===== config.mk =====
export PLATFORM = sky130hd
export DESIGN_NAME = tx_stream_arb
export DESIGN_NICKNAME = d
export VERILOG_FILES = /design/src/rtl/tx_stream_arb.sv
export SDC_FILE = /design/constraint.sdc
export NUM_CORES = 1
export LEC_CHECK = 0
export ABC_AREA = 1
export BUFFER_PORTS_ARGS = -buffer_cell sky130_fd_sc_hd__buf_4
export CAP_MARGIN = 20
export CORE_MARGIN = 2
export CORE_UTILIZATION = 48
export CTS_CLUSTER_SIZE = 20
export DETAILED_ROUTE_END_ITERATION = 7
export PLACE_DENSITY = 0.81
export SYNTH_ARGS = -nofsm -noshare
export SYNTH_HDL_FRONTEND = slang
export SYNTH_SLANG_ARGS = --single-unit

===== constraint.sdc =====
create_clock -name clk -period 2.85 [get_ports clk]
set_input_delay 0.57 -clock clk [delete_from_list [all_inputs] [get_ports clk]]
set_output_delay 0.57 -clock clk [all_outputs]
set_load 0.01 [all_outputs]

===== src/rtl/tx_stream_arb.sv =====
// tx_stream_arb: two-source frame arbiter with max-length truncation in front of the MAC write port
module tx_stream_arb #(
  parameter int MAX_WORDS = 375,
  parameter logic [3:0] FORCE_EOF = 4'b0001
) (
  input  logic        clk,
  input  logic        reset,
  input  logic        enable,
  input  logic        strict_prio,
  input  logic [31:0] src0_data,
  input  logic [3:0]  src0_eof,
  input  logic        src0_valid,
  output logic        src0_ready,
  input  logic [31:0] src1_data,
  input  logic [3:0]  src1_eof,
  input  logic        src1_valid,
  output logic        src1_ready,
  output logic [31:0] tx_data,
  output logic [3:0]  tx_eof,
  output logic        tx_we,
  input  logic        tx_stop,
  output logic [1:0]  grant,
  output logic        busy,
  output logic [15:0] frame_cnt0,
  output logic [15:0] frame_cnt1,
  output logic [7:0]  trunc_cnt
);
  localparam int WW = (MAX_WORDS > 2) ? $clog2(MAX_WORDS) : 1;
  typedef enum logic [1:0] {IDLE, SEND, DRAIN} state_t;
  state_t state_q, state_d;
  logic [1:0] grant_q, grant_d;
  logic last_q, last_d;
  logic [WW-1:0] wc_q, wc_d;
  logic [15:0] fc0_q, fc0_d, fc1_q, fc1_d;
  logic [7:0] tc_q, tc_d;
  logic sel, sel_valid, win1, rdy, take, trunc, done;
  logic [31:0] sel_data;
  logic [3:0] sel_eof;
  assign sel = grant_q[1];
  assign sel_data = sel ? src1_data : src0_data;
  assign sel_eof = sel ? src1_eof : src0_eof;
  assign sel_valid = sel ? src1_valid : src0_valid;
  assign win1 = (src0_valid & src1_valid) ? (~strict_prio & ~last_q) : src1_valid;
  // arbitration, frame tracking and truncation
  always_comb begin
    state_d = state_q;
    grant_d = grant_q;
    last_d = last_q;
    wc_d = wc_q;
    fc0_d = fc0_q;
    fc1_d = fc1_q;
    tc_d = tc_q;
    rdy = 1'b0;
    take = 1'b0;
    trunc = 1'b0;
    done = 1'b0;
    case (state_q)
      IDLE: if (enable & (src0_valid | src1_valid)) begin
        grant_d = {win1, ~win1};
        last_d = win1;
        wc_d = '0;
        state_d = SEND;
      end
      SEND: begin
        rdy = ~tx_stop;
        take = sel_valid & ~tx_stop;
        if (take) begin
          wc_d = wc_q + 1'b1;
          done = sel_eof != 4'd0;
          trunc = ~done & (wc_q == WW'(MAX_WORDS - 1));
        end
      end
      DRAIN: begin
        rdy = 1'b1;
        done = sel_valid & (sel_eof != 4'd0);
      end
      default: state_d = IDLE;
    endcase
    if (trunc) begin
      tc_d = tc_q + {7'd0, tc_q != 8'hff};
      state_d = DRAIN;
    end
    if (done) begin
      fc0_d = fc0_q + {15'd0, ~sel};
      fc1_d = fc1_q + {15'd0, sel};
      grant_d = 2'b00;
      state_d = IDLE;
    end
  end
  // state and counter registers
  always_ff @(posedge clk) begin
    if (reset) begin
      state_q <= IDLE;
      grant_q <= 2'b00;
      last_q <= 1'b1;
      wc_q <= '0;
      fc0_q <= '0;
      fc1_q <= '0;
      tc_q <= '0;
    end else begin
      state_q <= state_d;
      grant_q <= grant_d;
      last_q <= last_d;
      wc_q <= wc_d;
      fc0_q <= fc0_d;
      fc1_q <= fc1_d;
      tc_q <= tc_d;
    end
  end
  assign src0_ready = rdy & grant_q[0];
  assign src1_ready = rdy & grant_q[1];
  assign tx_we = take & (state_q == SEND);
  assign tx_data = sel_data;
  assign tx_eof = trunc ? FORCE_EOF : sel_eof;
  assign grant = grant_q;
  assign busy = state_q != IDLE;
  assign frame_cnt0 = fc0_q;
  assign frame_cnt1 = fc1_q;
  assign trunc_cnt = tc_q;
endmodule


* Yosys cells after proc, flatten, opt, wreduce, memory -nomap -nowiden
Cells that the tools add are included.
Word-level totals: flip-flop bits (word level) 54, bits in latches 0, memory bits (writable) 0, memory bits (read-only) 0, word-level logic and storage cells 65, memories 0
Cells by class: $add $sub $neg 4, $mul 0, divide/modulo/power cells 0, $lt $le $gt $ge 0, equality and inequality tests 8, shifts and indexed selects 0, muxes and demuxes 17, bitwise logic cells 17, reductions and logical operators 11
Operator list (number):
- $add A16 B1 Y16 | 2
- $mux W32 | 1
- $mux W9 | 2
- $pmux W9 S2 | 1
- $add A9 B1 Y9 const B | 1
- $and A1 B1 Y1 | 9
- $eq A9 B9 Y1 const B | 1
- $add A8 B1 Y8 | 1
- $mux W4 | 2
- $ne A8 B8 Y1 const B | 1
- $not A1 Y1 | 7
- $mux W1 | 6
- $reduce_and A2 Y1 | 3
- $mux W2 | 2
- $ne A2 B2 Y1 const B | 2
- $pmux W1 S2 | 2
- $pmux W2 S2 | 1
- $reduce_bool A2 Y1 | 2
- $reduce_bool A4 Y1 | 1
- $reduce_or A2 Y1 | 2
- $ne A3 B3 Y1 const B | 1
- $reduce_and A3 Y1 | 1
- $reduce_or A3 Y1 | 1
- $eq A2 B1 Y1 const B | 1
- 4 further kinds | 4

* Longest topological paths before layout
word-level depth 8, gate-level depth with buffers 14, depth with buffers taken out 12

* Least setup slack after synthesis
Ideal clock, no wire load.
path kind reg-to-reg, start point register grant_q[1] (netlist: grant[1]), end point register fc0_q[10] (netlist: frame_cnt0[10]), arrival 2.066 ns, data required time 2.734 ns, path slack 0.668 ns, stages on the path, launching flop included 14, buffers on the path 3, cell sequence dfxtp_1 buf_6 inv_6 buf_8 clkbuf_1 ha_1 ha_1 nand2_1 nor3_1 nand2_1 nor2_1 nand2_1 o21ai_0 nor2_1
On the way: cells in the longest elaborated chain, start to end 4, elaborated cells between the ends (all ways) 9
RTL lines:
- from (decl) | RTL line 31 | logic [1:0] grant_q, grant_d;
- from (signal assigned) | RTL line 102 | grant_q <= grant_d;
- branches (longest 4 deep; another with $add A16 B1 Y16)
- to (signal assigned) | RTL line 97 | fc0_q <= '0;
- to (signal assigned) | RTL line 105 | fc0_q <= fc0_d;
- to (decl) | RTL line 34 | logic [15:0] fc0_q, fc0_d, fc1_q, fc1_d;
Several ways; the timed one is not identified. A chain may end at the register's enable or synchronous reset.

* Worst setup path in the final report
start point register grant_q[1] (netlist: grant[1]), end point output port tx_eof[0]
On the way: cells in the longest elaborated chain, start to end 7, elaborated cells between the ends (all ways) 9
RTL lines:
- $mux W4 | RTL line 41 | assign sel_eof = sel ? src1_eof : src0_eof;
- $reduce_bool A4 Y1 | RTL line 69 | done = sel_eof != 4'd0;
- $not A1 Y1 | RTL line 70 | trunc = ~done & (wc_q == WW'(MAX_WORDS - 1));
- $and A1 B1 Y1 | RTL line 70
- $mux W1 | RTL line 67 | if (take) begin
- $mux W1 | RTL line 57 | case (state_q)
- $mux W4 (*) | RTL line 114 | assign tx_eof = trunc ? FORCE_EOF : sel_eof;
- to (decl) | RTL line 19 | output logic [3:0] tx_eof,
Every way passes the cells marked *; elsewhere a longest branch is shown, timed or not.

==> impl_metrics.env <==
export IMPL_die_width_um=91.8
export IMPL_grt_remaining_overflow=0
export IMPL_post_route_setup_tns_ns=0
export IMPL_grt_pass1_wl_um=17600
export IMPL_detail_route_antenna_nets=0
export IMPL_crit_path_max_fanout=42
export IMPL_post_cts_repair_setup_buffers=0
export IMPL_antenna_found_initial=0
export IMPL_drt_wirelength_per_cell_um=12.2
export IMPL_first_global_vias=4072
export IMPL_grt_setup_unrepaired="no"
export IMPL_postCtsHoldBufs=0
export IMPL_final_max_slew_violation_count=0
export IMPL_drive_gt1_frac=0.231
export IMPL_die_area_um2=8430
export IMPL_final_design_area_excluding_fillers_um2=5000
export IMPL_arrival_ns=1.89
export IMPL_detail_route_iter0_violations=178
export IMPL_total_power_consumption_uw=1590
export IMPL_synth_lib_cells_used_distinct=34
export IMPL_number_of_enable_flip_flop_cells_after_synthesis=0
export IMPL_drt_met1_wl_um=4260
export IMPL_finalWorstPathRequiredPeriod_ns=2.46
export IMPL_design_core_area_um2=7610
export IMPL_worstMarginPinSlew_ns=0.590
export IMPL_syn_avg_cell_area_um2=5.85
export IMPL_num_antenna_cells=0
export IMPL_seq_area_frac_synth=0.292
export IMPL_worst_clock_skew_ns=0.0180
export IMPL_run_status="finished, final reports clean"
export IMPL_worst_ir_drop_vdd_v=0.000174
export IMPL_report_final_setup_viol=0
export IMPL_tritoncts_clock_tree="yes"
export IMPL_rr_worst_depth=10
export IMPL_placedInstanceArea_um2=4910
export IMPL_grt_max_degree=43
export IMPL_ys_ff_latch=54
export IMPL_placement_io_buffers=160
export IMPL_area_growth_syn_to_layout_pct=35.3
export IMPL_synth_net_count=722
export IMPL_fp_row_count=32
export IMPL_tightest_slew_margin_relative_to_the_limit=0.606
export IMPL_crit_required_ns=2.28
export IMPL_critical_path_startpoint_type="register"
export IMPL_hpwl_um=8450
export IMPL_nets=872
export IMPL_max_cap_violations=0
export IMPL_highest_layer="met4"
export IMPL_hold_path_class="register to register"
export IMPL_cts_root_buf="clkbuf_8"
export IMPL_ctsHtreeMaxLevel=2
export IMPL_post_synth_instance_area_um2=3700
export IMPL_cts_inserted_buffers=5
export IMPL_detailroute_wirelength_met2_um=5610
export IMPL_worstSetupEndpointType="output pin"
export IMPL_postSynth_topFlopCell="dfxtp_1"
export IMPL_replace_congestion=0.878
export IMPL_worstSkewPairLatency_ns=0.32
export IMPL_period_share=0.863
export IMPL_clkTransAtPathRegs_ns=0.10
export IMPL_dr_total_vias=4389
export IMPL_depth_of_the_worst_hold_timing_path=2
export IMPL_cellLeakagePower_uw=0.00241
export IMPL_cts_max_path_buffers=2
export IMPL_fill_cells=717
export IMPL_design_portCount=161
export IMPL_die_height_um=91.8
export IMPL_routed_via_density=4.96
export IMPL_cts_sinks=54
export IMPL_asyncSetResetFlopFracSynth=0
export IMPL_drt_wl_total_um=10800
export IMPL_met3RoutedLength_um=621
export IMPL_yosys_warnings=0
export IMPL_power_density_nw_per_um2=318
export IMPL_syn_inst=632
export IMPL_fmax_mhz=406
export IMPL_grt_resource_usage_total=0.252
export IMPL_cts_repair_resize_count=0
export IMPL_critPathKind="register to output pin"
export IMPL_drc_errors=0
export IMPL_start_util=0.486
export IMPL_report_final_hold_viol_count=0
export IMPL_drt_pass_1_iters=4
worst paths after layout:
kind	startpoint	end	slack [ns]
setup reg to reg	grant[1]	frame_cnt0[10]	0.58
hold reg to reg	frame_cnt1[2]	frame_cnt1[2]	0.49
setup / recovery	grant[1]	tx_eof[0]	0.39
hold / removal	frame_cnt1[2]	frame_cnt1[2]	0.49
through the flow:
step           std cells   util  setup slack, ns  hold slack, ns
6_report             885  0.658            0.390           0.490
5_1_grt              885  0.658            0.172           0.512
4_1_cts              885  0.658            0.366           0.490
3_5_place_dp         877  0.646            0.584           0.465
3_3_place_gp         877  0.646            0.671           0.457
2_1_floorplan        632      -            0.668           0.439
cell usage in the layout, fill, tap and decap left out, types with 10 or more instances in the layout:
cell / n
nand2_1: 268
buf_4: 163
nor2_1: 73
inv_1: 63
dfxtp_1: 54
a21oi_1: 37
nand3_1: 30
o21ai_0: 19
nand4_1: 13
ha_1: 11
nor3_1: 10
power by group:
part           leakage, uW  internal, uW  switching [uW]
combinational      0.00193           178             193
sequential        0.000436           766            13.5
clock            0.0000441           173             268
total              0.00241          1120             475
state kept, by name, indices dropped and copies added (netlist names):
register,cells
trunc_cnt,8
frame_cnt1,16
frame_cnt0,16
last_q,1
state_q,2
wc_q,9
grant,2
layout make-up:
type	instances	area, um^2	area share
clock buffer	5	68.8	0.0138
multi-input combinational	491	2220	0.444
tap	102	128	0.0255
sequential	54	1080	0.216
inverter	67	258	0.0515
timing repair buffer	163	1220	0.244
clock inverter	3	21.3	0.00425
metal layers:
metal / global-route usage / vias to the layer above
met4: 0.0983 / 0
met2: 0.478 / 149
met1: 0.272 / 1944
li1: - / 2273
met3: 0.0501 / 23
met5: 0 / -
cells by family (layout without fill, tap and decap cells):
kind of cell / count (synthesis) / in the layout / share of synthesized area
xor+xnor: 12 / 12 / 0.0284
buf+inv: 87 / 238 / 0.107
fa+ha+maj: 11 / 11 / 0.0372
flops: 54 / 54 / 0.292
simple gates: 405 / 405 / 0.445
compound gates: 63 / 63 / 0.0906
synthesized netlist by cell type (2+ instances only):
library cell / n / area (um^2)
xnor2_1: 7 / 61.3
nor3_1: 10 / 50.1
nor2_1: 73 / 274
nand2_1: 268 / 1010
nand4_1: 13 / 81.3
o21ai_0: 19 / 95.1
nand3_1: 30 / 150
dfxtp_1: 54 / 1080
inv_1: 63 / 236
ha_1: 11 / 138
clkbuf_1: 11 / 41.3
a21oi_1: 37 / 185
o21ai_1: 2 / 10.0
xor2_1: 5 / 43.8
nand3b_1: 4 / 30.0
buf_6: 6 / 67.6
nand2_2: 2 / 12.5
worst max-delay path: stages, from the launching register on:
cell	delay (ns)
dfxtp_1	0.71
inv_6	0.22
nand2_1	0.13
nand2_1	0.07
nand2_1	0.11
nor2_4	0.06
nand2_4	0.09
nand2_1	0.05
buf_4	0.14
Power figures use the tool's default switching activity.
